<file path="src/rtl/riscv_fetch_pkg.sv">
// rtl/riscv_fetch_pkg.sv - shared fetch constants: state encoding, NOP, field positions, opcodes
package riscv_fetch_pkg;

    localparam logic [1:0] ST_RESET = 2'd0;
    localparam logic [1:0] ST_REQ   = 2'd1;
    localparam logic [1:0] ST_HOLD  = 2'd2;

    localparam logic [31:0] NOP_INSTR = 32'h0000_0013;

    localparam int OPCODE_LSB = 0;
    localparam int OPCODE_MSB = 6;
    localparam int RD_LSB     = 7;
    localparam int RD_MSB     = 11;
    localparam int FUNC3_LSB  = 12;
    localparam int FUNC3_MSB  = 14;
    localparam int RS1_LSB    = 15;
    localparam int RS1_MSB    = 19;
    localparam int RS2_LSB    = 20;
    localparam int RS2_MSB    = 24;
    localparam int FUNC7_LSB  = 25;
    localparam int FUNC7_MSB  = 31;

    localparam logic [6:0] OP_LOAD   = 7'b0000011;
    localparam logic [6:0] OP_IMM    = 7'b0010011;
    localparam logic [6:0] OP_STORE  = 7'b0100011;
    localparam logic [6:0] OP_REG    = 7'b0110011;
    localparam logic [6:0] OP_BRANCH = 7'b1100011;
    localparam logic [6:0] OP_JALR   = 7'b1100111;
    localparam logic [6:0] OP_JAL    = 7'b1101111;

endpackage

</file>
<file path="src/rtl/instr_fetch_unit_if.sv">
// rtl/instr_fetch_unit_if.sv - imem handshake and execute-side signals of the fetch unit
interface instr_fetch_unit_if;
    logic        imem_req;
    logic [31:0] imem_addr;
    logic        imem_ack;
    logic [31:0] imem_rdata;
    logic        instr_valid;
    logic        instr_ready;
    logic        pc_src;
    logic [31:0] imm_ext;
    logic [31:0] pc;
    logic [31:0] pc_plus4;
    logic [31:0] instr;
    logic [6:0]  opcode;
    logic [2:0]  func3;
    logic [6:0]  func7;
    logic [4:0]  rd;
    logic [4:0]  rs1;
    logic [4:0]  rs2;
    logic        trap_valid;
    logic [31:0] trap_epc;

    modport master (
        output imem_req, imem_addr, input imem_ack, imem_rdata,
        output instr_valid, input instr_ready, pc_src, imm_ext,
        output pc, pc_plus4, instr, opcode, func3, func7, rd, rs1, rs2,
        output trap_valid, trap_epc
    );

    modport slave (
        input imem_req, imem_addr, output imem_ack, imem_rdata,
        input instr_valid, output instr_ready, pc_src, imm_ext,
        input pc, pc_plus4, instr, opcode, func3, func7, rd, rs1, rs2,
        input trap_valid, trap_epc
    );
endinterface

</file>
<file path="src/rtl/fetch_pc_next.sv">
// rtl/fetch_pc_next.sv - combinational next-PC select, +4 and +imm adders, misalign detect
module fetch_pc_next (
    input  logic [31:0] pc,
    input  logic        pc_src,
    input  logic [31:0] imm_ext,
    output logic [31:0] pc_plus4,
    output logic [31:0] target,
    output logic        misaligned
);
    assign pc_plus4   = pc + 32'd4;
    assign target     = pc_src ? (pc + imm_ext) : pc_plus4;
    assign misaligned = |target[1:0];
endmodule

</file>
<file path="src/rtl/instr_fetch_unit.sv">
// rtl/instr_fetch_unit.sv - fetch FSM and PC/instruction registers; optional FETCH_MISALIGN_TRAP_EN
module instr_fetch_unit
    import riscv_fetch_pkg::*;
#(
    parameter logic [31:0] RESET_PC = 32'h0000_0000,
    parameter logic [31:0] TRAP_VEC = 32'h0000_0100
) (
    input  logic clk,
    input  logic rst_n,
    instr_fetch_unit_if.master bus
);
    logic [1:0]  state;
    logic [31:0] pc_q;
    logic [31:0] instr_q;
    logic [31:0] pc_plus4;
    logic [31:0] target;
    logic [31:0] next_pc;
    logic        misaligned;
    logic        accept;

    fetch_pc_next u_pc_next (
        .pc         (pc_q),
        .pc_src     (bus.pc_src),
        .imm_ext    (bus.imm_ext),
        .pc_plus4   (pc_plus4),
        .target     (target),
        .misaligned (misaligned)
    );

    assign accept = (state == ST_HOLD) && bus.instr_ready;

`ifdef FETCH_MISALIGN_TRAP_EN
    logic        trap_valid_q;
    logic [31:0] trap_epc_q;

    assign next_pc = misaligned ? TRAP_VEC : target;

    // Trap pulse lasts one cycle; the faulting target is kept until the next trap or reset.
    always_ff @(posedge clk) begin
        if (!rst_n) begin
            trap_valid_q <= 1'b0;
            trap_epc_q   <= 32'h0;
        end else begin
            trap_valid_q <= accept && misaligned;
            if (accept && misaligned)
                trap_epc_q <= target;
        end
    end

    assign bus.trap_valid = trap_valid_q;
    assign bus.trap_epc   = trap_epc_q;
`else
    logic unused_trap;

    assign next_pc        = {target[31:2], 2'b00};
    assign unused_trap    = ^{TRAP_VEC, misaligned};
    assign bus.trap_valid = 1'b0;
    assign bus.trap_epc   = 32'h0;
`endif

    // Fetch FSM: request until ack, hold the word until the execute side accepts it.
    always_ff @(posedge clk) begin
        if (!rst_n) begin
            state   <= ST_RESET;
            pc_q    <= RESET_PC;
            instr_q <= NOP_INSTR;
        end else begin
            case (state)
                ST_RESET: state <= ST_REQ;
                ST_REQ: begin
                    if (bus.imem_ack) begin
                        instr_q <= bus.imem_rdata;
                        state   <= ST_HOLD;
                    end
                end
                ST_HOLD: begin
                    if (accept) begin
                        pc_q  <= next_pc;
                        state <= ST_REQ;
                    end
                end
                default: state <= ST_RESET;
            endcase
        end
    end

    assign bus.imem_req    = (state == ST_REQ);
    assign bus.imem_addr   = pc_q;
    assign bus.instr_valid = (state == ST_HOLD);
    assign bus.pc          = pc_q;
    assign bus.pc_plus4    = pc_plus4;
    assign bus.instr       = instr_q;
    assign bus.opcode      = instr_q[OPCODE_MSB:OPCODE_LSB];
    assign bus.func3       = instr_q[FUNC3_MSB:FUNC3_LSB];
    assign bus.func7       = instr_q[FUNC7_MSB:FUNC7_LSB];
    assign bus.rd          = instr_q[RD_MSB:RD_LSB];
    assign bus.rs1         = instr_q[RS1_MSB:RS1_LSB];
    assign bus.rs2         = instr_q[RS2_MSB:RS2_LSB];
endmodule

</file>
<file path="src/flat_wrapper.sv">
// flat-port wrapper written by rule: the top's interface ports become plain ports
module instr_fetch_unit_flat import riscv_fetch_pkg::*;
#(
    parameter logic [31:0] RESET_PC = 32'h0000_0000,
    parameter logic [31:0] TRAP_VEC = 32'h0000_0100
)
  (clk, rst_n, bus_imem_req, bus_imem_addr, bus_imem_ack, bus_imem_rdata, bus_instr_valid, bus_instr_ready, bus_pc_src, bus_imm_ext, bus_pc, bus_pc_plus4, bus_instr, bus_opcode, bus_func3, bus_func7, bus_rd, bus_rs1, bus_rs2, bus_trap_valid, bus_trap_epc);
  instr_fetch_unit_if bus_i ();
  input  logic clk;
  input  logic rst_n;
  output wire logic [$bits(bus_i.imem_req)-1:0] bus_imem_req;
  output wire logic [$bits(bus_i.imem_addr)-1:0] bus_imem_addr;
  input wire logic [$bits(bus_i.imem_ack)-1:0] bus_imem_ack;
  input wire logic [$bits(bus_i.imem_rdata)-1:0] bus_imem_rdata;
  output wire logic [$bits(bus_i.instr_valid)-1:0] bus_instr_valid;
  input wire logic [$bits(bus_i.instr_ready)-1:0] bus_instr_ready;
  input wire logic [$bits(bus_i.pc_src)-1:0] bus_pc_src;
  input wire logic [$bits(bus_i.imm_ext)-1:0] bus_imm_ext;
  output wire logic [$bits(bus_i.pc)-1:0] bus_pc;
  output wire logic [$bits(bus_i.pc_plus4)-1:0] bus_pc_plus4;
  output wire logic [$bits(bus_i.instr)-1:0] bus_instr;
  output wire logic [$bits(bus_i.opcode)-1:0] bus_opcode;
  output wire logic [$bits(bus_i.func3)-1:0] bus_func3;
  output wire logic [$bits(bus_i.func7)-1:0] bus_func7;
  output wire logic [$bits(bus_i.rd)-1:0] bus_rd;
  output wire logic [$bits(bus_i.rs1)-1:0] bus_rs1;
  output wire logic [$bits(bus_i.rs2)-1:0] bus_rs2;
  output wire logic [$bits(bus_i.trap_valid)-1:0] bus_trap_valid;
  output wire logic [$bits(bus_i.trap_epc)-1:0] bus_trap_epc;
  assign bus_imem_req = bus_i.imem_req;
  assign bus_imem_addr = bus_i.imem_addr;
  assign bus_i.imem_ack = bus_imem_ack;
  assign bus_i.imem_rdata = bus_imem_rdata;
  assign bus_instr_valid = bus_i.instr_valid;
  assign bus_i.instr_ready = bus_instr_ready;
  assign bus_i.pc_src = bus_pc_src;
  assign bus_i.imm_ext = bus_imm_ext;
  assign bus_pc = bus_i.pc;
  assign bus_pc_plus4 = bus_i.pc_plus4;
  assign bus_instr = bus_i.instr;
  assign bus_opcode = bus_i.opcode;
  assign bus_func3 = bus_i.func3;
  assign bus_func7 = bus_i.func7;
  assign bus_rd = bus_i.rd;
  assign bus_rs1 = bus_i.rs1;
  assign bus_rs2 = bus_i.rs2;
  assign bus_trap_valid = bus_i.trap_valid;
  assign bus_trap_epc = bus_i.trap_epc;
  instr_fetch_unit #(.RESET_PC(RESET_PC), .TRAP_VEC(TRAP_VEC)) u_core (.clk(clk), .rst_n(rst_n), .bus(bus_i));
endmodule
</file>
<file path="config.mk">
export PLATFORM = sky130hd
export DESIGN_NAME = instr_fetch_unit_flat
export DESIGN_NICKNAME = d
export VERILOG_FILES = /design/src/rtl/riscv_fetch_pkg.sv /design/src/rtl/instr_fetch_unit_if.sv /design/src/rtl/fetch_pc_next.sv /design/src/rtl/instr_fetch_unit.sv /design/src/flat_wrapper.sv
export SDC_FILE = /design/constraint.sdc
export NUM_CORES = 1
export LEC_CHECK = 0
export BUFFER_PORTS_ARGS = -buffer_cell sky130_fd_sc_hd__buf_2
export CAP_MARGIN = 20
export CORE_UTILIZATION = 52
export DETAILED_ROUTE_END_ITERATION = 10
export PLACE_DENSITY = 0.88
export SLEW_MARGIN = 20
export SYNTH_ARGS = -nofsm -noshare
export SYNTH_HDL_FRONTEND = slang
export SYNTH_SLANG_ARGS = --single-unit
</file>
<file path="constraint.sdc">
create_clock -name clk -period 8.05 [get_ports clk]
set_clock_uncertainty 0.2 [all_clocks]
set_input_delay 0.4025 -clock clk [delete_from_list [all_inputs] [get_ports clk]]
set_output_delay 0.4025 -clock clk [all_outputs]
set_load 0.01 [all_outputs]
</file>
==> flow_summary_export.csv <==
group,metric,value,unit
status,status,"finished clean",
worst_setup_path,crit_buf_inv,1,
worst_setup_path,cp_cell_sequence,"ha_1 -> nand3_1 -> nor3_1 -> nand2_1 -> xnor2_1 -> buf_2",
floorplanning,row_count,37,
grt,grt_pass1_wl,24.0,mm
routing,drt-total-wl,15.7,mm
routing,m1WireLength,6.74,mm
routing,met3_length,1.07,mm
clock_network,cts-resized-gates,0,
timing,timing.hold.ws,66.8,ps
clock_network,ctsHoldBuffers,0,
routing,vias,5685,
yosys,yosys.area.top_type,"dfxtp_1",
grt,antenna_found_initial,0,
placed_design,port_buffers,222,
grt,overflow,0,
worst_setup_path,critPathLaunchType,"flop",
routing,wl_per_cell,15.3,um
worst_setup_path,required,7450,ps
yosys,synthTopCellsByCount,"106 x nand2_1, 101 x buf_4, 83 x a21oi_1",
floorplanning,start_util,53.7,%
clock_network,htreeDepth,3,
worst_setup_path,worst-path-stages,6,
clock_network,clk_pin_slew,80,ps
clock_network,numCtsBuffers,9,
timing,final.min_clock_period,3270,ps
yosys,syn_inst,745,
yosys,ys.flop_type,"dfxtp_1",
power_and_ir_drop,leakagePower,3.32,nW
worst_setup_path,cp_max_fo,8,
placed_design,globalplace.congestion,0.936,
timing,period_share,40.6,%
grt,first_global_vias,4921,
clock_network,postCtsSetupBuffers,0,
worst_setup_path,crit_path_end_kind,"output port",
yosys,synth_cell_types,66,
worst_setup_path,crit_path_max_incr_delay,680,ps
routing,viasPerCell,5.54,
worst_setup_path,slowest_stage,"nor3_1",
routing,drc,0,
cells_and_area,drive_gt1_share,29.3,%
routing,wl_met2,7.68,mm
worst_setup_path,path_delay_family,"simple AND/OR/NAND/NOR gates",
timing,max_freq,0.306,GHz
timing,setup_tns,0,ps
clock_network,cts_tree,"yes",
routing,routed.top_layer,"met4",
yosys,synth_most_common_cell,"nand2_1",
power_and_ir_drop,ir_drop,0.0000779,V
floorplanning,io_pins,264,
power_and_ir_drop,finalPower,0.800,mW
yosys,synth_edf_count,0,
timing,slew_headroom,39.4,%
floorplanning,core_region_area,0.0103,mm2
clock_network,root_buffer,"clkbuf_8",
yosys,synth_area,0.00554,mm2
cells_and_area,areaGrowthSynthToFinish,14.1,%
yosys,ys_seq_area_share,23.1,%
yosys,avgSynthCellArea,7.43,um2
floorplanning,dieArea,0.0111,mm2
routing,antenna_left,0,
timing,maxSlewViolCount,0,
worst_setup_path,reg2reg_depth,10,
routing,drt_iter0_markers,393,
power_and_ir_drop,p_per_area,127,mW/mm2
run,cap_violations,0,
routing,drt-pass1-iter-count,5,
cells_and_area,insertedDiodeCount,0,
worst_setup_path,crit_type,"flop to output port",
worst_hold_path,whs_path_depth,3,
yosys,ys_warn_count,0,
yosys,async_flop_share,0,%
timing,rsz0062_at_grt,"false",
timing,finalHoldViolations,0,
floorplanning,dieWidth,105,um
clock_network,insertion_delay,340,ps
worst_setup_path,arrival,2670,ps
grt,grt_usage,26.5,%
yosys,synthTopCellsByArea,"dfxtp_1 23%, buf_4 14%, a21oi_1 7.5%",
placed_design,place_hpwl,11.4,mm
clock_network,clock_sinks,64,
cells_and_area,fin_nets,986,
grt,grt_max_degree,57,
worst_hold_path,hp-class,"input pin to flop",
timing,tightest_slew,908,ps
floorplanning,die_h,105,um
yosys,synth_top_cell_area_share,23.1,%
clock_network,clock_path_buffers,2,
yosys,ys_ff_latch,64,
timing,finalSetupViolations,0,
cells by family after synthesis:
kind of cell    after synthesis  share of synthesized area, %
fa+ha+maj                    31                          7.14
xor+xnor                     39                          6.17
buf+inv                     141                          16.5
mux                           8                          1.45
flops                        64                          23.1
compound gates              206                          23.6
other cells                   1                        0.0677
simple gates                255                          22.0
cells in the final DEF, fill, tap and decap left out, drive strengths merged, types with 4 or more instances in the layout:
cell type,synthesis,layout
buf,104,227
nand2,106,106
a21oi,85,85
dfxtp,64,64
nor2,45,45
o21ai,40,40
conb,1,39
ha,30,30
a21o,26,26
nand3,24,24
xnor2,22,22
nor3,20,20
xor2,17,17
and3,17,17
clkbuf,31,10
a31oi,9,9
mux2i,8,8
and2,8,8
a211oi,8,8
inv,6,7
o21a,5,5
nand4,4,4
and4,4,4
nor2b,4,4
nand2b,4,4
or3,4,4
a22oi,4,4
tightest hold or removal path, cell delays in order:
cell	delay, ps
buf_2	70
nand2_1	40
nand3_1	60
power by group:
part / leakage (nW) / switching, mW / internal [mW]
logic: 2.70 / 0.0993 / 0.0650
clock network: 0.0989 / 0.141 / 0.153
registers: 0.520 / 0.0136 / 0.328
total: 3.32 / 0.254 / 0.546
routing by layer:
| metal | track usage (%) | vias to the layer above |
|---|---|---|
| li1 | - | 2777 |
| met1 | 34.4 | 2646 |
| met2 | 44.6 | 247 |
| met3 | 4.70 | 15 |
| met4 | 8.35 | 0 |
| met5 | 0 | - |
layout make-up:
class | count | area, um2
Clock buffer | 10 | 138
Fill cell | 954 | 4010
Inverter | 6 | 22.5
Sequential cell | 64 | 1280
Multi-Input combinational cell | 578 | 3490
Tap cell | 136 | 170
Clock inverter | 6 | 67.6
Timing Repair Buffer | 227 | 1150
path summary, 6_finish.rpt:
check / slack [ps] / from / to
worst max-delay path: 4780 / u_core.bus.imem_addr[3] / bus_pc_plus4[20]
worst min-delay path: 70 / bus_imem_rdata[1] / u_core.bus.instr[1]
worst max register to register: 4840 / u_core.bus.imem_addr[2] / u_core.bus.imem_addr[28]
worst min register to register: 270 / u_core.bus.instr[26] / u_core.bus.instr[26]
state kept, by name (all words and copies together) (netlist names):
register and count:
u_core.state 2, u_core.bus.imem_addr 30, u_core.bus.instr 32
metrics by stage:
stage | cell area (um2) | util (%) | worst slack [ps] | instances
detailed placement | 6110 | 59.2 | 4870 | 1011
global route | 6320 | 61.2 | 4620 | 1027
CTS | 6320 | 61.2 | 4780 | 1027
global placement | 6110 | 59.2 | 4910 | 1011
floorplan | 5680 | - | 5230 | 783
finish | 6320 | 61.2 | 4780 | 1027
Power figures use the tool's default switching activity.
